`src/rtl/wb_master_arbiter_pkg.sv`:
```
// Shared types and defaults for the two-master Wishbone arbiter.
// State encodings, master identifiers and the default watchdog timeout.
package wb_master_arbiter_pkg;

    typedef enum logic [1:0] {
        ST_IDLE = 2'd0,
        ST_GNT0 = 2'd1,
        ST_GNT1 = 2'd2
    } arb_state_e;

    typedef enum logic {
        MST_M0 = 1'b0,
        MST_M1 = 1'b1
    } mst_id_e;

    localparam int REG_BUS            = 32;
    localparam int WB_TIMEOUT_DEFAULT = 256;

endpackage

```
`src/rtl/wb_master_arbiter_watchdog.sv`:
```
// Bus watchdog: counts waiting cycles of the granted access and terminates it.
// The termination pulse is combinational; the sticky flag also reflects the pulse cycle.
module wb_watchdog #(
    parameter int TIMEOUT_CYCLES = 256,
    parameter int CW             = 9
) (
    input  logic clk,
    input  logic rst,
    input  logic active_i,
    input  logic ack_i,
    output logic term_o,
    output logic timeout_o
);

    localparam logic [CW-1:0] TERM_AT = (TIMEOUT_CYCLES > 0) ? CW'(TIMEOUT_CYCLES - 1) : '0;

    logic [CW-1:0] wdog_q, wdog_d;
    logic          flag_q, flag_d;

    assign term_o    = (TIMEOUT_CYCLES > 0) && active_i && !ack_i && (wdog_q == TERM_AT);
    assign timeout_o = flag_q | term_o;

    always_comb begin
        wdog_d = wdog_q;
        flag_d = flag_q | term_o;
        if (!active_i || ack_i || term_o) begin
            wdog_d = '0;
        end else if (wdog_q != {CW{1'b1}}) begin
            wdog_d = wdog_q + CW'(1);
        end
    end

    always_ff @(posedge clk or negedge rst) begin
        if (!rst) begin
            wdog_q <= '0;
            flag_q <= 1'b0;
        end else begin
            wdog_q <= wdog_d;
            flag_q <= flag_d;
        end
    end

endmodule

```
`src/rtl/wb_master_arbiter.sv`:
```
// Two-master to one-slave Wishbone classic arbiter with alternating tie-break and watchdog.
// Grant is registered (one cycle after cyc at earliest); datapath is combinational from the grant.
module wb_master_arbiter
    import wb_master_arbiter_pkg::*;
#(
    parameter int DW             = REG_BUS,
    parameter int AW             = 32,
    parameter int TIMEOUT_CYCLES = WB_TIMEOUT_DEFAULT,
    parameter int CW             = 9
) (
    input  logic            clk,
    input  logic            rst,
    input  logic [AW-1:0]   m0_addr_i,
    input  logic [DW-1:0]   m0_data_i,
    input  logic            m0_we_i,
    input  logic [DW/8-1:0] m0_sel_i,
    input  logic            m0_stb_i,
    input  logic            m0_cyc_i,
    output logic [DW-1:0]   m0_data_o,
    output logic            m0_ack_o,
    input  logic [AW-1:0]   m1_addr_i,
    input  logic [DW-1:0]   m1_data_i,
    input  logic            m1_we_i,
    input  logic [DW/8-1:0] m1_sel_i,
    input  logic            m1_stb_i,
    input  logic            m1_cyc_i,
    output logic [DW-1:0]   m1_data_o,
    output logic            m1_ack_o,
    output logic [AW-1:0]   s_addr_o,
    output logic [DW-1:0]   s_data_o,
    output logic            s_we_o,
    output logic [DW/8-1:0] s_sel_o,
    output logic            s_stb_o,
    output logic            s_cyc_o,
    input  logic [DW-1:0]   s_data_i,
    input  logic            s_ack_i,
    output logic            timeout_o
);

    arb_state_e state_q;
    mst_id_e    last_q;
    logic       gnt0, gnt1, term;

    assign gnt0 = (state_q == ST_GNT0);
    assign gnt1 = (state_q == ST_GNT1);

    always_ff @(posedge clk or negedge rst) begin
        if (!rst) begin
            state_q <= ST_IDLE;
            last_q  <= MST_M1;
        end else begin
            case (state_q)
                ST_IDLE: begin
                    if (m0_cyc_i && m1_cyc_i) begin
                        state_q <= (last_q == MST_M1) ? ST_GNT0 : ST_GNT1;
                    end else if (m0_cyc_i) begin
                        state_q <= ST_GNT0;
                    end else if (m1_cyc_i) begin
                        state_q <= ST_GNT1;
                    end
                end
                ST_GNT0: begin
                    if (!m0_cyc_i) begin
                        state_q <= ST_IDLE;
                        last_q  <= MST_M0;
                    end
                end
                ST_GNT1: begin
                    if (!m1_cyc_i) begin
                        state_q <= ST_IDLE;
                        last_q  <= MST_M1;
                    end
                end
                default: state_q <= ST_IDLE;
            endcase
        end
    end

    wb_watchdog #(
        .TIMEOUT_CYCLES (TIMEOUT_CYCLES),
        .CW             (CW)
    ) u_wdog (
        .clk       (clk),
        .rst       (rst),
        .active_i  ((gnt0 && m0_stb_i) || (gnt1 && m1_stb_i)),
        .ack_i     (s_ack_i),
        .term_o    (term),
        .timeout_o (timeout_o)
    );

    // A watchdog termination hides the access from the slave and fakes an ack with zero data.
    always_comb begin
        s_addr_o  = '0;
        s_data_o  = '0;
        s_we_o    = 1'b0;
        s_sel_o   = '0;
        s_stb_o   = 1'b0;
        s_cyc_o   = 1'b0;
        m0_ack_o  = 1'b0;
        m0_data_o = '0;
        m1_ack_o  = 1'b0;
        m1_data_o = '0;
        if (gnt0) begin
            s_addr_o  = m0_addr_i;
            s_data_o  = m0_data_i;
            s_we_o    = m0_we_i;
            s_sel_o   = m0_sel_i;
            s_stb_o   = m0_stb_i && !term;
            s_cyc_o   = m0_cyc_i && !term;
            m0_ack_o  = s_ack_i || term;
            m0_data_o = term ? '0 : s_data_i;
        end else if (gnt1) begin
            s_addr_o  = m1_addr_i;
            s_data_o  = m1_data_i;
            s_we_o    = m1_we_i;
            s_sel_o   = m1_sel_i;
            s_stb_o   = m1_stb_i && !term;
            s_cyc_o   = m1_cyc_i && !term;
            m1_ack_o  = s_ack_i || term;
            m1_data_o = term ? '0 : s_data_i;
        end
    end

endmodule

```
`config.mk`:
```
export PLATFORM = sky130hd
export DESIGN_NAME = wb_master_arbiter
export DESIGN_NICKNAME = d
export VERILOG_FILES = /design/src/rtl/wb_master_arbiter_pkg.sv /design/src/rtl/wb_master_arbiter_watchdog.sv /design/src/rtl/wb_master_arbiter.sv
export SDC_FILE = /design/constraint.sdc
export NUM_CORES = 1
export LEC_CHECK = 0
export ABC_AREA = 1
export BUFFER_PORTS_ARGS = -buffer_cell sky130_fd_sc_hd__buf_2
export CORE_AREA = 8 8 115 117
export CTS_CLUSTER_SIZE = 16
export DETAILED_ROUTE_END_ITERATION = 6
export DIE_AREA = 0 0 123 125
export PLACE_DENSITY = 0.52
export SYNTH_ARGS = -nofsm -noshare
export SYNTH_HDL_FRONTEND = slang
export SYNTH_SLANG_ARGS = --single-unit
```
`constraint.sdc`:
```
create_clock -name clk -period 3.69 [get_ports clk]
set_clock_uncertainty 0.05 [all_clocks]
set_input_delay 0.1845 -clock clk [delete_from_list [all_inputs] [get_ports clk]]
set_output_delay 0.1845 -clock clk [all_outputs]
set_load 0.02 [all_outputs]
```
==> flow_summary.toml <==
[floorplanning]
core_area_mm2 = 0.0116
ioPinCount = 315
start_util_pct = 18.0
row_count = 40
die_h_um = 125
die_w_um = 123
dieArea_mm2 = 0.0154

[global_route]
grt_usage_pct = 15.4
grt_pass1_vias = 3609
grt_overflow = 0
grt_start_max_net_pins = 49
grt_pass1_wl_um = 19400
antenna_found_initial = 0

[critical_path]
end_kind = "primary output"
critPathCapture = "m0_data_o[18]"
cpPeakStageDelay_ps = 390
rr_worst_depth = 4
crit_family = "simple AND/OR/NAND/NOR gates"
crit_fanout = 37
cp-startpoint = "u_wdog.wdog_q[1]$_DFFE_PN0P_"
critical_path_class = "reg2out"
cp_data_required_time_ps = 3460
critical_path.startpoint_type = "register"
cp_num_cells = 8
path_buf_inv = 1
worstReg2RegEnd = "last_q$_DFFE_PN1P_"
r2r_slack_ps = 1540
rr_startpoint = "state_q[1]$_DFFE_PN0P_"
cpMaxStageDelayCell = "nor4b_1"
path_cells = "ha_1 -> nand2_1 -> nor4b_1 -> ha_1 -> nand3_4 -> nand2_1 -> nor2_1 -> buf_2"
cp.arrival_ps = 2430

[synth]
ys_seq_elements = 13
ys_warn_count = 0
synth_nets = 601
synth.cell_area_mm2 = 0.00209
ys_types = 27
synth_cells = 421
syn_area_per_cell_um2 = 4.95
yosysSeqAreaShare_pct = 15.7

[cells_and_area]
fin_nets = 894
fill_cells = 1372
finalInstanceArea_mm2 = 0.00383
regArea_um2 = 328
layout-area-overhead-vs-synth_pct = 83.7
multiInputGateArea_mm2 = 0.00156
drive_gt1_share_pct = 46.4
antenna_cells = 0
final_util_pct = 33.0

[pwr]
vdd_ir_drop_max_v = 0.000142
pwr-share-seq_pct = 12.9
p_clk_share_pct = 14.1
power.switching_mw = 0.825
p_sw_share_pct = 55.9
p_int_mw = 0.651
p_leak_nw = 2.61
comb_power_share_pct = 73.0
powerDensity_mw_per_mm2 = 385

[sta]
slew_headroom_pct = 55.2
fmax_mhz = 375
drv_slew = 0
hold_viol = 0
period_needed_ps = 2670
worstMarginPinSlew_ps = 672
finalSetupTns_ps = 0
post-route-period-util_pct = 72.3
setup_viol = 0
rsz0062_at_grt = "false"

[routing]
drt-total-wl_um = 13100
routedWlPerCell_um = 15.2
drc = 0
first_pass_iters = 4
drt_iter0_drc = 204
vias_per_cell = 4.29
vias = 3693
ant_nets = 0

[clock_network]
cts_buffer_depth = 2
clock-sinks = 13
cts_root_buf = "clkbuf_16"
cts_tree = "built"
numCtsBuffers = 3
htreeDepth = 1
holdBufCountCts = 1
post_cts_buffers = 0
path_clk_slew_ps = 40
clock_latency_ps = 250
cts_resized = 0

[placed_design]
placed_area_mm2 = 0.00374
io_buffers = 314
dp_hpwl_um = 10500
place_congestion = 0.889

[status]
status = "finished clean"

[min_path]
hold_path_class = "in2reg"

[run]
drv_cap = 0
## cell usage after synthesis
master	count	area share, %
inv_2	2	0.36
nand2_1	186	33
inv_1	13	2.3
buf_2	5	1.2
clkbuf_1	16	2.9
xnor2_1	1	0.42
dfrtp_1	12	14
nand2_2	1	0.30
a21oi_1	5	1.2
a311oi_1	1	0.42
o22ai_1	1	0.30
nor2_1	77	14
buf_4	5	1.8
a21oi_2	2	0.84
nand3_2	1	0.48
buf_1	5	0.90
xor2_1	2	0.84
o21ai_0	2	0.48
nand3_1	73	18
ha_1	3	1.8
nor2_4	1	0.54
nor3_1	2	0.48
dfstp_2	1	1.3
nor4b_1	1	0.42
nand3_4	1	0.84
a211oi_1	1	0.36
nand4_1	1	0.30
## kinds of logic after synthesis
| logic type | synth area share, % |
|---|---|
| AO/OA/AOI/OAI | 3.60 |
| XOR/XNOR | 1.26 |
| adder cells (fa/ha/maj) | 1.80 |
| buffers and inverters | 9.48 |
| flip-flops | 15.7 |
| AND/OR/NAND/NOR | 68.2 |
## layout make-up
class                      count  area share, %
timing repair buffer         319           42.4
multi-input combinational    362           40.7
sequential                    13           8.55
tap                          147           4.80
clock buffer                   4           2.06
inverter                      15           1.47
## cell usage in the layout (no fill, tap or decap)
cell type        n
a211oi_1         1
a21oi_1          5
a21oi_2          2
a311oi_1         1
buf_12           1
buf_2          314
buf_4            3
clkbuf_1         1
clkbuf_16        3
dfrtp_1         11
dfrtp_2          1
dfstp_2          1
dlygate4sd3_1    1
ha_1             3
inv_1           13
inv_2            2
nand2_1        186
nand2_2          1
nand3_1         73
nand3_2          1
nand3_4          1
nand4_1          1
nor2_1          77
nor2_4           1
nor3_1           2
nor4b_1          1
o21ai_0          2
o22ai_1          1
xnor2_1          1
xor2_1           2
## flip-flops by register name (all words and copies together) (netlist names)
name           flops
state_q            2
u_wdog.flag_q      1
last_q             1
u_wdog.wdog_q      9
## through the flow
step / cells / setup WS [ps] / power, mW / hold WS [ps]
floorplan: 421 / 1730 / 0.857 / -161
global placement: 855 / 1280 / 1.29 / 43.7
detailed placement: 855 / 1240 / 1.29 / 39.8
CTS: 860 / 977 / 1.50 / 68.0
global route: 860 / 770 / 1.59 / 91.3
finish: 860 / 1020 / 1.48 / 64.8
## per-layer routing
metal  vias to the layer above  track usage (%)  share of wire, %
met4                         0             2.41              0.94
met2                       203             27.9                48
li1                       1908                -                 -
met1                      1573             17.6                38
met5                         -                0                 0
met3                         9             4.37                13
## worst min-delay path by stage
stage	start	to	slack [ps]	depth (start not counted)
finish	m1_cyc_i	last_q$_DFFE_PN1P_	60	2
global route	m1_cyc_i	last_q$_DFFE_PN1P_	90	2
CTS	m1_cyc_i	last_q$_DFFE_PN1P_	70	2
detailed placement	rst	u_wdog.wdog_q[5]$_DFFE_PN0P_	40	1
global placement	rst	u_wdog.wdog_q[3]$_DFFE_PN0P_	40	1
floorplan	rst	state_q[0]$_DFFE_PN0P_	-160	0
## power by group through the flow
stage                     Sequential, mW  Combinational [mW]  Clock (mW)
after floorplan                    0.167               0.690           0
after global placement             0.193                1.10           0
after detailed placement           0.194                1.09           0
after CTS                          0.192                1.10       0.210
after global routing               0.195                1.18       0.218
final                              0.190                1.08       0.208
(Power assumes the default switching activity.)
